`config.mk`:
```
export PLATFORM = sky130hd
export DESIGN_NAME = ifetch_queue
export DESIGN_NICKNAME = d
export VERILOG_FILES = /design/src/rtl/ifetch_queue.sv
export SDC_FILE = /design/constraint.sdc
export NUM_CORES = 1
export LEC_CHECK = 0
export ABC_AREA = 1
export ABC_CLOCK_PERIOD_IN_PS = 5600
export BUFFER_PORTS_ARGS = -buffer_cell sky130_fd_sc_hd__buf_2
export CORE_ASPECT_RATIO = 0.6
export CORE_MARGIN = 5
export CORE_UTILIZATION = 63
export DETAILED_ROUTE_END_ITERATION = 10
export PLACE_DENSITY_LB_ADDON = 0.12
export SKIP_CTS_REPAIR_TIMING = 1
export SLEW_MARGIN = 5
export SYNTH_ARGS = -nofsm -noshare
export SYNTH_HDL_FRONTEND = slang
export SYNTH_SLANG_ARGS = --single-unit
```
`constraint.sdc`:
```
create_clock -name clk -period 5.6 [get_ports clk]
set_input_delay 0.28 -clock clk [delete_from_list [all_inputs] [get_ports clk]]
set_output_delay 0.28 -clock clk [all_outputs]
set_load 0.01 [all_outputs]
```
`src/rtl/ifetch_queue.sv`:
```
// rtl/ifetch_queue.sv - Instruction fetch front-end: PC owner, request issue and in-order fetch queue.
// Redirects flush the queue and count still-outstanding responses so they are dropped on return.
module ifetch_queue #(
  parameter logic [31:0] RESET_PC = 32'h0000_0000,
  parameter int          DEPTH    = 4
) (
  input  logic        clk,
  input  logic        rst_n,
  input  logic        redirect_valid,
  input  logic [31:0] redirect_pc,
  output logic        imem_req_valid,
  output logic [31:0] imem_req_addr,
  input  logic        imem_req_ready,
  input  logic        imem_rsp_valid,
  input  logic [31:0] imem_rsp_data,
  output logic        inst_valid,
  output logic [31:0] inst_data,
  output logic [31:0] inst_pc,
  input  logic        inst_ready
);
  localparam int AW = $clog2(DEPTH);
  localparam int CW = AW + 1;
  localparam logic [CW:0] DEPTH_C = (CW+1)'(DEPTH);

  logic [31:0]      fetch_pc;
  logic             run;
  logic [31:0]      q_pc   [DEPTH];
  logic [31:0]      q_data [DEPTH];
  logic [DEPTH-1:0] q_filled;
  logic [AW-1:0]    head_ptr, fill_ptr, alloc_ptr;
  logic [CW-1:0]    alloc_count, pend_count, drop_count;
  logic [CW:0]      credit_used;
  logic             req_fire, rsp_keep, pop;
  logic             redirect_pc_unused;

  assign redirect_pc_unused = ^redirect_pc[1:0];

  // Credit covers live entries plus responses still owed to flushed requests.
  assign credit_used    = {1'b0, alloc_count} + {1'b0, drop_count};
  assign imem_req_valid = run && (credit_used < DEPTH_C);
  assign imem_req_addr  = fetch_pc;
  assign req_fire       = imem_req_valid && imem_req_ready;
  assign rsp_keep       = imem_rsp_valid && (drop_count == '0);

  assign inst_valid = q_filled[head_ptr];
  assign inst_data  = q_data[head_ptr];
  assign inst_pc    = q_pc[head_ptr];
  assign pop        = inst_valid && inst_ready;

  always_ff @(posedge clk or negedge rst_n) begin
    if (!rst_n) begin
      run         <= 1'b0;
      fetch_pc    <= RESET_PC;
      head_ptr    <= '0;
      fill_ptr    <= '0;
      alloc_ptr   <= '0;
      alloc_count <= '0;
      pend_count  <= '0;
      drop_count  <= '0;
      q_filled    <= '0;
      for (int i = 0; i < DEPTH; i++) begin
        q_pc[i]   <= '0;
        q_data[i] <= '0;
      end
    end else begin
      run <= 1'b1;
      if (redirect_valid) begin
        fetch_pc    <= {redirect_pc[31:2], 2'b00};
        head_ptr    <= '0;
        fill_ptr    <= '0;
        alloc_ptr   <= '0;
        alloc_count <= '0;
        pend_count  <= '0;
        q_filled    <= '0;
        // A response arriving now is dropped here, so it is not owed later.
        drop_count  <= drop_count + pend_count + CW'(req_fire) - CW'(imem_rsp_valid);
      end else begin
        if (req_fire) begin
          q_pc[alloc_ptr]     <= fetch_pc;
          q_filled[alloc_ptr] <= 1'b0;
          alloc_ptr           <= alloc_ptr + AW'(1);
          fetch_pc            <= fetch_pc + 32'd4;
        end
        if (imem_rsp_valid) begin
          if (drop_count != '0) begin
            drop_count <= drop_count - CW'(1);
          end else begin
            q_data[fill_ptr]   <= imem_rsp_data;
            q_filled[fill_ptr] <= 1'b1;
            fill_ptr           <= fill_ptr + AW'(1);
          end
        end
        if (pop) begin
          q_filled[head_ptr] <= 1'b0;
          head_ptr           <= head_ptr + AW'(1);
        end
        alloc_count <= alloc_count + CW'(req_fire) - CW'(pop);
        pend_count  <= pend_count + CW'(req_fire) - CW'(rsp_keep);
      end
    end
  end
endmodule
```
==> results of run 1 <==
## final cells by class
cell class / instances / area share (%)
clock buffers: 39 / 4.96
clock inverters: 10 / 0.643
inverters: 152 / 3.56
multi-input cells: 1204 / 36.2
flip-flops and latches: 298 / 46.2
well taps: 315 / 2.44
repair buffers: 178 / 6.01
## critical path: stages (launching register included)
cell and delay, ps:
sky130_fd_sc_hd__dfrtp_4 670, sky130_fd_sc_hd__clkinv_2 670, sky130_fd_sc_hd__buf_4 770, sky130_fd_sc_hd__o21ai_0 160, sky130_fd_sc_hd__o22ai_1 360, sky130_fd_sc_hd__buf_2 210
## worst min path at each step
| stage | startpoint | to | slack [ps] | cells past startpoint |
|---|---|---|---|---|
| after floorplan | rst_n | alloc_count[0]$_DFF_PN0_ | -20 | 0 |
| after global placement | rst_n | q_pc[111]$_DFFE_PN0P_ | 360 | 1 |
| after detailed placement | rst_n | q_pc[111]$_DFFE_PN0P_ | 360 | 1 |
| after CTS | rst_n | q_pc[111]$_DFFE_PN0P_ | -200 | 1 |
| after global routing | redirect_pc[2] | imem_req_addr[2]$_DFFE_PN0N_ | 10 | 3 |
| final | redirect_pc[21] | imem_req_addr[21]$_DFFE_PN0N_ | -8 | 3 |
## registers in the layout (all words and copies together), names as in the netlist
name	count
q_pc	120
q_filled	4
head_ptr	2
q_data	128
alloc_ptr	2
drop_count	3
fill_ptr	2
run	1
alloc_count	3
imem_req_addr	30
pend_count	3
## cell families after synthesis
| group | Yosys count | share of synthesized area (%) |
|---|---|---|
| adder cells (fa/ha/maj) | 27 | 2.53 |
| flip-flops | 298 | 51.3 |
| buffers and inverters | 258 | 8.53 |
| XOR/XNOR | 19 | 1.15 |
| AND/OR/NAND/NOR | 668 | 18.4 |
| AO/OA/AOI/OAI | 485 | 18.1 |
| other | 2 | 0.0517 |
## layout by cell type (no fill, tap or decap), types with 2 or more instances in the layout
master	instances
sky130_fd_sc_hd__nand2_1	436
sky130_fd_sc_hd__dfrtp_1	296
sky130_fd_sc_hd__o21ai_1	198
sky130_fd_sc_hd__o21ai_0	182
sky130_fd_sc_hd__nor2_1	178
sky130_fd_sc_hd__buf_2	160
sky130_fd_sc_hd__inv_1	147
sky130_fd_sc_hd__o22ai_1	62
sky130_fd_sc_hd__nand3_1	37
sky130_fd_sc_hd__clkbuf_16	27
sky130_fd_sc_hd__o21ai_2	25
sky130_fd_sc_hd__ha_1	23
sky130_fd_sc_hd__xor2_1	13
sky130_fd_sc_hd__buf_4	10
sky130_fd_sc_hd__o211ai_1	9
sky130_fd_sc_hd__clkinv_2	8
sky130_fd_sc_hd__a21oi_1	8
sky130_fd_sc_hd__clkbuf_8	8
sky130_fd_sc_hd__xnor2_1	6
sky130_fd_sc_hd__dlygate4sd3_1	6
sky130_fd_sc_hd__nand2_2	5
sky130_fd_sc_hd__conb_1	5
sky130_fd_sc_hd__nand2_4	4
sky130_fd_sc_hd__fa_1	4
sky130_fd_sc_hd__clkbuf_1	4
sky130_fd_sc_hd__inv_2	3
sky130_fd_sc_hd__nor2_2	2
sky130_fd_sc_hd__nor2_8	2
sky130_fd_sc_hd__bufinv_16	2
## routing by layer
| metal | vias up | global-route usage [%] | part of all wire (%) |
|---|---|---|---|
| met1 | 5835 | 43.8 | 46 |
| met2 | 522 | 41.9 | 43 |
| met5 | - | 0 | 0 |
| li1 | 5914 | - | - |
| met4 | 0 | 6.33 | 1.9 |
| met3 | 58 | 6.75 | 9.9 |
## cells in the mapped netlist (all sizes together)
cell	n
ha	23
nor3	1
dfrtp	298
nor2	183
nand2	445
inv	152
o22ai	62
clkbuf	41
buf	65
a31oi	1
fa	4
nand3	38
and2	1
xor2	13
o21ai	405
conb	2
xnor2	6
a21oi	8
o211ai	9
## power groups by stage
stage	Sequential (mW)	Clock (mW)	Combinational, mW
global placement	2.98	0	2.19
global route	3.04	2.00	2.53
CTS	2.97	1.91	2.25
floorplan	2.91	0	1.49
detailed placement	3.00	0	2.23
finish	2.98	1.88	2.24
==> impl_metrics.tcl, run 1 <==
set metrics [dict create \
    drtPass1Iterations 6 \
    final_instance_area_um2 16200 \
    drt_wl_total_um 37600 \
    total_inserted_antenna_cells 0 \
    timing_max_transition_violations_final 0 \
    ctsRootBufferMaster "sky130_fd_sc_hd__clkbuf_16" \
    worst_r2r_startpoint "head_ptr[0]$_DFFE_PN0P_" \
    cts_made_buffers 27 \
    setup.reg_to_reg.worst_slack_ps 2100 \
    globalRouteOverflowTotal 0 \
    ys_seq_elements 298 \
    synth.top_cell.area_share_pct 51.3 \
    per_instance_average_area_after_synthesis_um2 8.27 \
    max-vdd-ir-drop_uv 219 \
    fill_cells 1908 \
    worst-path-max-fanout 77 \
    port_buffers 161 \
    worstPathRequired_ps 5320 \
    grt_util_all_layers_pct 28.6 \
    power_density_nw_per_um2 440 \
    final-setup-viol-count 0 \
    clock_power_share_pct 26.5 \
    layout.core_utilization_pct 70.5 \
    startpoint "head_ptr[0]$_DFFE_PN0P_" \
    clock-skew-final_ps 10.8 \
    clk_pin_slew_ps 70 \
    first_global_vias 11604 \
    drt_iter0_drc 1202 \
    seq_power_share_pct 41.9 \
    place_area_um2 15200 \
    grt_setup_unrepaired "no" \
    post_placement_cell_count 2141 \
    yosys_warnings 0 \
    via_per_inst 5.61 \
    number_of_buffers_between_clock_root_and_the_deepest_sink 3 \
    drt.antenna.violating_nets 0 \
    cp-start-kind "flop" \
    grt_start_max_net_pins 152 \
    comb_power_share_pct 31.6 \
    finalCriticalPeriod_ps 3680 \
    cp_data_arrival_time_ps 3400 \
    tritoncts "yes" \
    timing.final.crit_share_pct 65.8 \
    hpwl_um 23400 \
    die_y_um 128 \
    synthTopCellsByArea "sky130_fd_sc_hd__dfrtp_1, sky130_fd_sc_hd__nand2_1, sky130_fd_sc_hd__o21ai_1, sky130_fd_sc_hd__o21ai_0, sky130_fd_sc_hd__nor2_1" \
    capturing_instance_or_port_of_the_critical_path "inst_pc[4]" \
    regToRegEndpoint "alloc_count[2]$_DFF_PN0_" \
    synthDominantAreaCellType "sky130_fd_sc_hd__dfrtp_1" \
    p_int_mw 4.56 \
    hold_class "input pin to flop" \
    layout_setup_ws_ps 1920 \
    die_area_um2 26300 \
    report.final.hold_viol_count 1 \
    outcome "complete, but fails checks" \
    placeableCoreArea_um2 22900 \
    nNetsFinal 1958 \
    design.portCount 168 \
    wl_per_cell_um 17.1 \
    leakagePower_nw 8.10 \
    area.sequential_um2 7460 \
    multiInputGateArea_um2 5850 \
    placement.setup.worst_slack_ps 2140 \
    switching_share_pct 35.8 \
    route.detailed.drc 0 \
    fin_total_pwr_mw 7.10 \
    final.setup.tns_ps 0 \
    die-width_um 206 \
    drive_gt1_share_pct 14.1 \
    insertion_delay_ps 530 \
    synth_sequential_area_ratio_pct 51.3 \
    cts_htree_levels 1 \
    ys_types 33 \
    finish.cell_count_without_fillers 2196 \
    max_freq_mhz 272 \
    fin_worst_hold_slack_ps -7.78 \
    num_rows 43 \
    synth_cell_area_um2 14500 \
    maxCapViolCount 0 \
    gp_routability_congestion 0.995 \
    worst-setup-path-type "flop to output port" \
    failing_checks "negative hold slack" \
    worst_slew_pin_slew_ps 938 \
    wire_length_of_the_first_global_routing_pass_um 60900 \
    area_delta_synth_final_pct 11.2 \
    syn-instance-count 1757 \
    antenna_found_initial 0 \
    max-slew-margin-rel_pct 37.5 \
    rr_worst_depth 12 \
    start_util_pct 63.4 \
    net-switching-power_mw 2.54 \
    timing.critical_path.to_type "output port" \
    number_of_clock_sinks_seen_by_cts 298 \
    via_count 12329 \
]
Note: power is estimated with default switching activity, not from simulation.
==> run 2: changes to the inputs <==
Settings changed: ABC_AREA 1 to 0, ABC_CLOCK_PERIOD_IN_PS 5600 to 3700, CORE_UTILIZATION 63 to 59.
Clock period 5.6 ns to 3.7 ns, I/O delays scaled along.
==> impl_metrics.tcl, run 2 <==
set metrics [dict create \
    outcome "complete, no violations" \
    drt_wl_total_um 32600 \
    net-switching-power_mw 3.02 \
    worst_path_cell_with_the_longest_stage_delay "sky130_fd_sc_hd__or4b_4" \
    cp_data_arrival_time_ps 3720 \
    maxCapViolCount 0 \
    start_util_pct 60.4 \
    grt_setup_unrepaired "no" \
    worst-path-stages 12 \
    rr_worst_depth 12 \
    wl_per_cell_um 21.4 \
    fill_cells 1621 \
    synthTopCellsByArea "sky130_fd_sc_hd__dfrtp_1, sky130_fd_sc_hd__mux2_2, sky130_fd_sc_hd__mux4_2, sky130_fd_sc_hd__ha_1, sky130_fd_sc_hd__or4_1" \
    critical_path_cell_by_cell "ha_1, or4b_4, nor3_4, inv_1, ha_1, inv_1, ha_1, inv_1, fa_1, xnor2_1, xnor2_1, nor2_1" \
    hold_class "input pin to flop" \
    clock-skew-final_ps 9.51 \
    path_buf_inv 3 \
    grt_start_max_net_pins 116 \
    comb_power_share_pct 27.5 \
    nNetsFinal 1286 \
    post-synth-top-count-cell "sky130_fd_sc_hd__dfrtp_1" \
    worst_r2r_startpoint "drop_count[2]$_DFFE_PN0P_" \
    synth_cell_area_um2 14100 \
    largest_register_ffs 128 \
    port_buffers 161 \
    startpoint "drop_count[2]$_DFFE_PN0P_" \
    drive_gt1_share_pct 45.6 \
    first_global_vias 9426 \
    number_of_clock_sinks_seen_by_cts 298 \
    worst-setup-path-type "flop to flop" \
    max_stage_delay_ps 550 \
    cts_htree_levels 1 \
    synth.cells.most_frequent "sky130_fd_sc_hd__dfrtp_1, sky130_fd_sc_hd__mux2_2, sky130_fd_sc_hd__mux4_2, sky130_fd_sc_hd__nand2_1, sky130_fd_sc_hd__clkbuf_1" \
    design.portCount 168 \
    power_density_nw_per_um2 631 \
    critPathTopFamily "adder cells" \
    ys_seq_elements 298 \
    syn-instance-count 992 \
    yosys_most_used_dff "sky130_fd_sc_hd__dfrtp_1" \
    layout.cells.most_common_list "sky130_fd_sc_hd__dfrtp_1, sky130_fd_sc_hd__mux2_2, sky130_fd_sc_hd__buf_2" \
    die_y_um 130 \
    max-slew-margin-rel_pct 29.6 \
    per_instance_average_area_after_synthesis_um2 14.2 \
    timing.final.crit_share_pct 89.3 \
    report.final.hold_viol_count 0 \
    synth.top_cell.area_share_pct 53.0 \
    worst-path-max-fanout 6 \
    capturing_instance_or_port_of_the_critical_path "pend_count[2]$_DFF_PN0_" \
    p_int_mw 7.54 \
    placement.setup.worst_slack_ps 398 \
    die_area_um2 27100 \
    regToRegEndpoint "pend_count[2]$_DFF_PN0_" \
    ctsRootBufferMaster "sky130_fd_sc_hd__clkbuf_16" \
    final.setup.tns_ps 0 \
    num_rows 43 \
    max-vdd-ir-drop_uv 478 \
    registers.top_by_ff_count "q_data" \
    finalCriticalPeriod_ps 3300 \
    switching_share_pct 28.6 \
    final-setup-viol-count 0 \
    total_inserted_antenna_cells 0 \
    post_placement_cell_count 1412 \
    insertion_delay_ps 550 \
    antenna_found_initial 0 \
    seq_power_share_pct 43.1 \
    drt_iter0_drc 548 \
    number_of_buffers_between_clock_root_and_the_deepest_sink 3 \
    layout_setup_ws_ps 398 \
    route.detailed.drc 0 \
    clock_power_share_pct 29.4 \
    cts_made_buffers 28 \
    worst_slew_pin_slew_ps 1060 \
    synth_enable_flop_cells 0 \
    ys_types 53 \
    clk_pin_slew_ps 70 \
    drtPass1Iterations 5 \
    timing.critical_path.to_type "flop" \
    placeableCoreArea_um2 23300 \
    tritoncts "yes" \
    wire_length_of_the_first_global_routing_pass_um 52200 \
    setup.reg_to_reg.worst_slack_ps 400 \
    grt_util_all_layers_pct 24.2 \
    async_reset_ff_share_pct 100 \
    synth_sequential_area_ratio_pct 53.0 \
    synthDominantAreaCellType "sky130_fd_sc_hd__dfrtp_1" \
    area_delta_synth_final_pct 19.0 \
    drt.antenna.violating_nets 0 \
    cp-start-kind "flop" \
    die-width_um 209 \
    worstPathRequired_ps 4120 \
    hpwl_um 20900 \
    timing_max_transition_violations_final 0 \
    finish.cell_count_without_fillers 1525 \
    via_count 9196 \
    yosys_warnings 0 \
    via_per_inst 6.03 \
    layout.cells.most_common "sky130_fd_sc_hd__dfrtp_1" \
    gp_routability_congestion 0.896 \
    max_freq_mhz 303 \
    globalRouteOverflowTotal 0 \
    leakagePower_nw 7.84 \
]
run 2: metrics by stage:
| step | area [um^2] | total power [mW] | util (%) | hold WS [ps] |
|---|---|---|---|---|
| global route | 16700 | 11.2 | 71.9 | 17.5 |
| global placement | 15100 | 7.32 | 64.8 | 314 |
| floorplan | 14100 | 6.42 | - | -111 |
| CTS | 16100 | 10.6 | 69.2 | -268 |
| detailed placement | 15100 | 7.45 | 64.8 | 314 |
| finish | 16700 | 10.6 | 71.9 | 24.9 |
run 2: power groups by stage:
| stage | registers, mW | clock network (mW) | logic (mW) |
|---|---|---|---|
| floorplan | 4.38 | 0 | 2.04 |
| global placement | 4.55 | 0 | 2.77 |
| detailed placement | 4.58 | 0 | 2.87 |
| CTS | 4.54 | 3.17 | 2.88 |
| global route | 4.65 | 3.32 | 3.20 |
| finish | 4.55 | 3.10 | 2.90 |
run 2: worst reg2reg max path: stages, from the launching register on:
cell and delay [ps]:
sky130_fd_sc_hd__dfrtp_1 440, sky130_fd_sc_hd__ha_1 330, sky130_fd_sc_hd__or4b_4 550, sky130_fd_sc_hd__nor3_4 330
sky130_fd_sc_hd__inv_1 200, sky130_fd_sc_hd__ha_1 320, sky130_fd_sc_hd__inv_1 50, sky130_fd_sc_hd__ha_1 120
sky130_fd_sc_hd__inv_1 40, sky130_fd_sc_hd__fa_1 380, sky130_fd_sc_hd__xnor2_1 200, sky130_fd_sc_hd__xnor2_1 150
sky130_fd_sc_hd__nor2_1 50
run 2: worst min path at each step:
stage	slack, ps	startpoint	end	cells past startpoint
floorplan	-110	rst_n	alloc_count[0]$_DFF_PN0_	0
global placement	310	rst_n	q_pc[24]$_DFFE_PN0P_	1
detailed placement	310	rst_n	q_pc[24]$_DFFE_PN0P_	1
CTS	-270	rst_n	q_pc[90]$_DFFE_PN0P_	1
global route	20	redirect_pc[27]	imem_req_addr[27]$_DFFE_PN0N_	4
finish	20	redirect_pc[27]	imem_req_addr[27]$_DFFE_PN0N_	4
run 2: cell type report:
class	count	area, um^2	share of cell area, %
sequential	298	7460	44.6
multi-input combinational	594	6160	36.8
timing repair buffer	245	1630	9.72
clock buffer	45	906	5.41
tap	315	394	2.35
clock inverter	6	109	0.650
inverter	22	82.6	0.493
run 2: logic make-up (layout without fill, tap and decap cells):
group	after synthesis	count (layout)	share of synthesized area, %
other cells	2	5	0.0534
buf+inv	103	318	3.25
mux	314	314	30.2
xor+xnor	14	14	0.979
simple gates	167	167	6.69
fa+ha+maj	27	27	2.62
compound gates	67	67	3.20
flops	298	298	53.0
run 2: metal layers:
metal / global-route usage, % / up-vias / share of wire [%]
met4: 5.25 / 0 / 1.8
met3: 5.06 / 50 / 6.1
li1: - / 4097 / -
met5: 0 / - / 0
met2: 37.6 / 274 / 46
met1: 36.1 / 4775 / 46
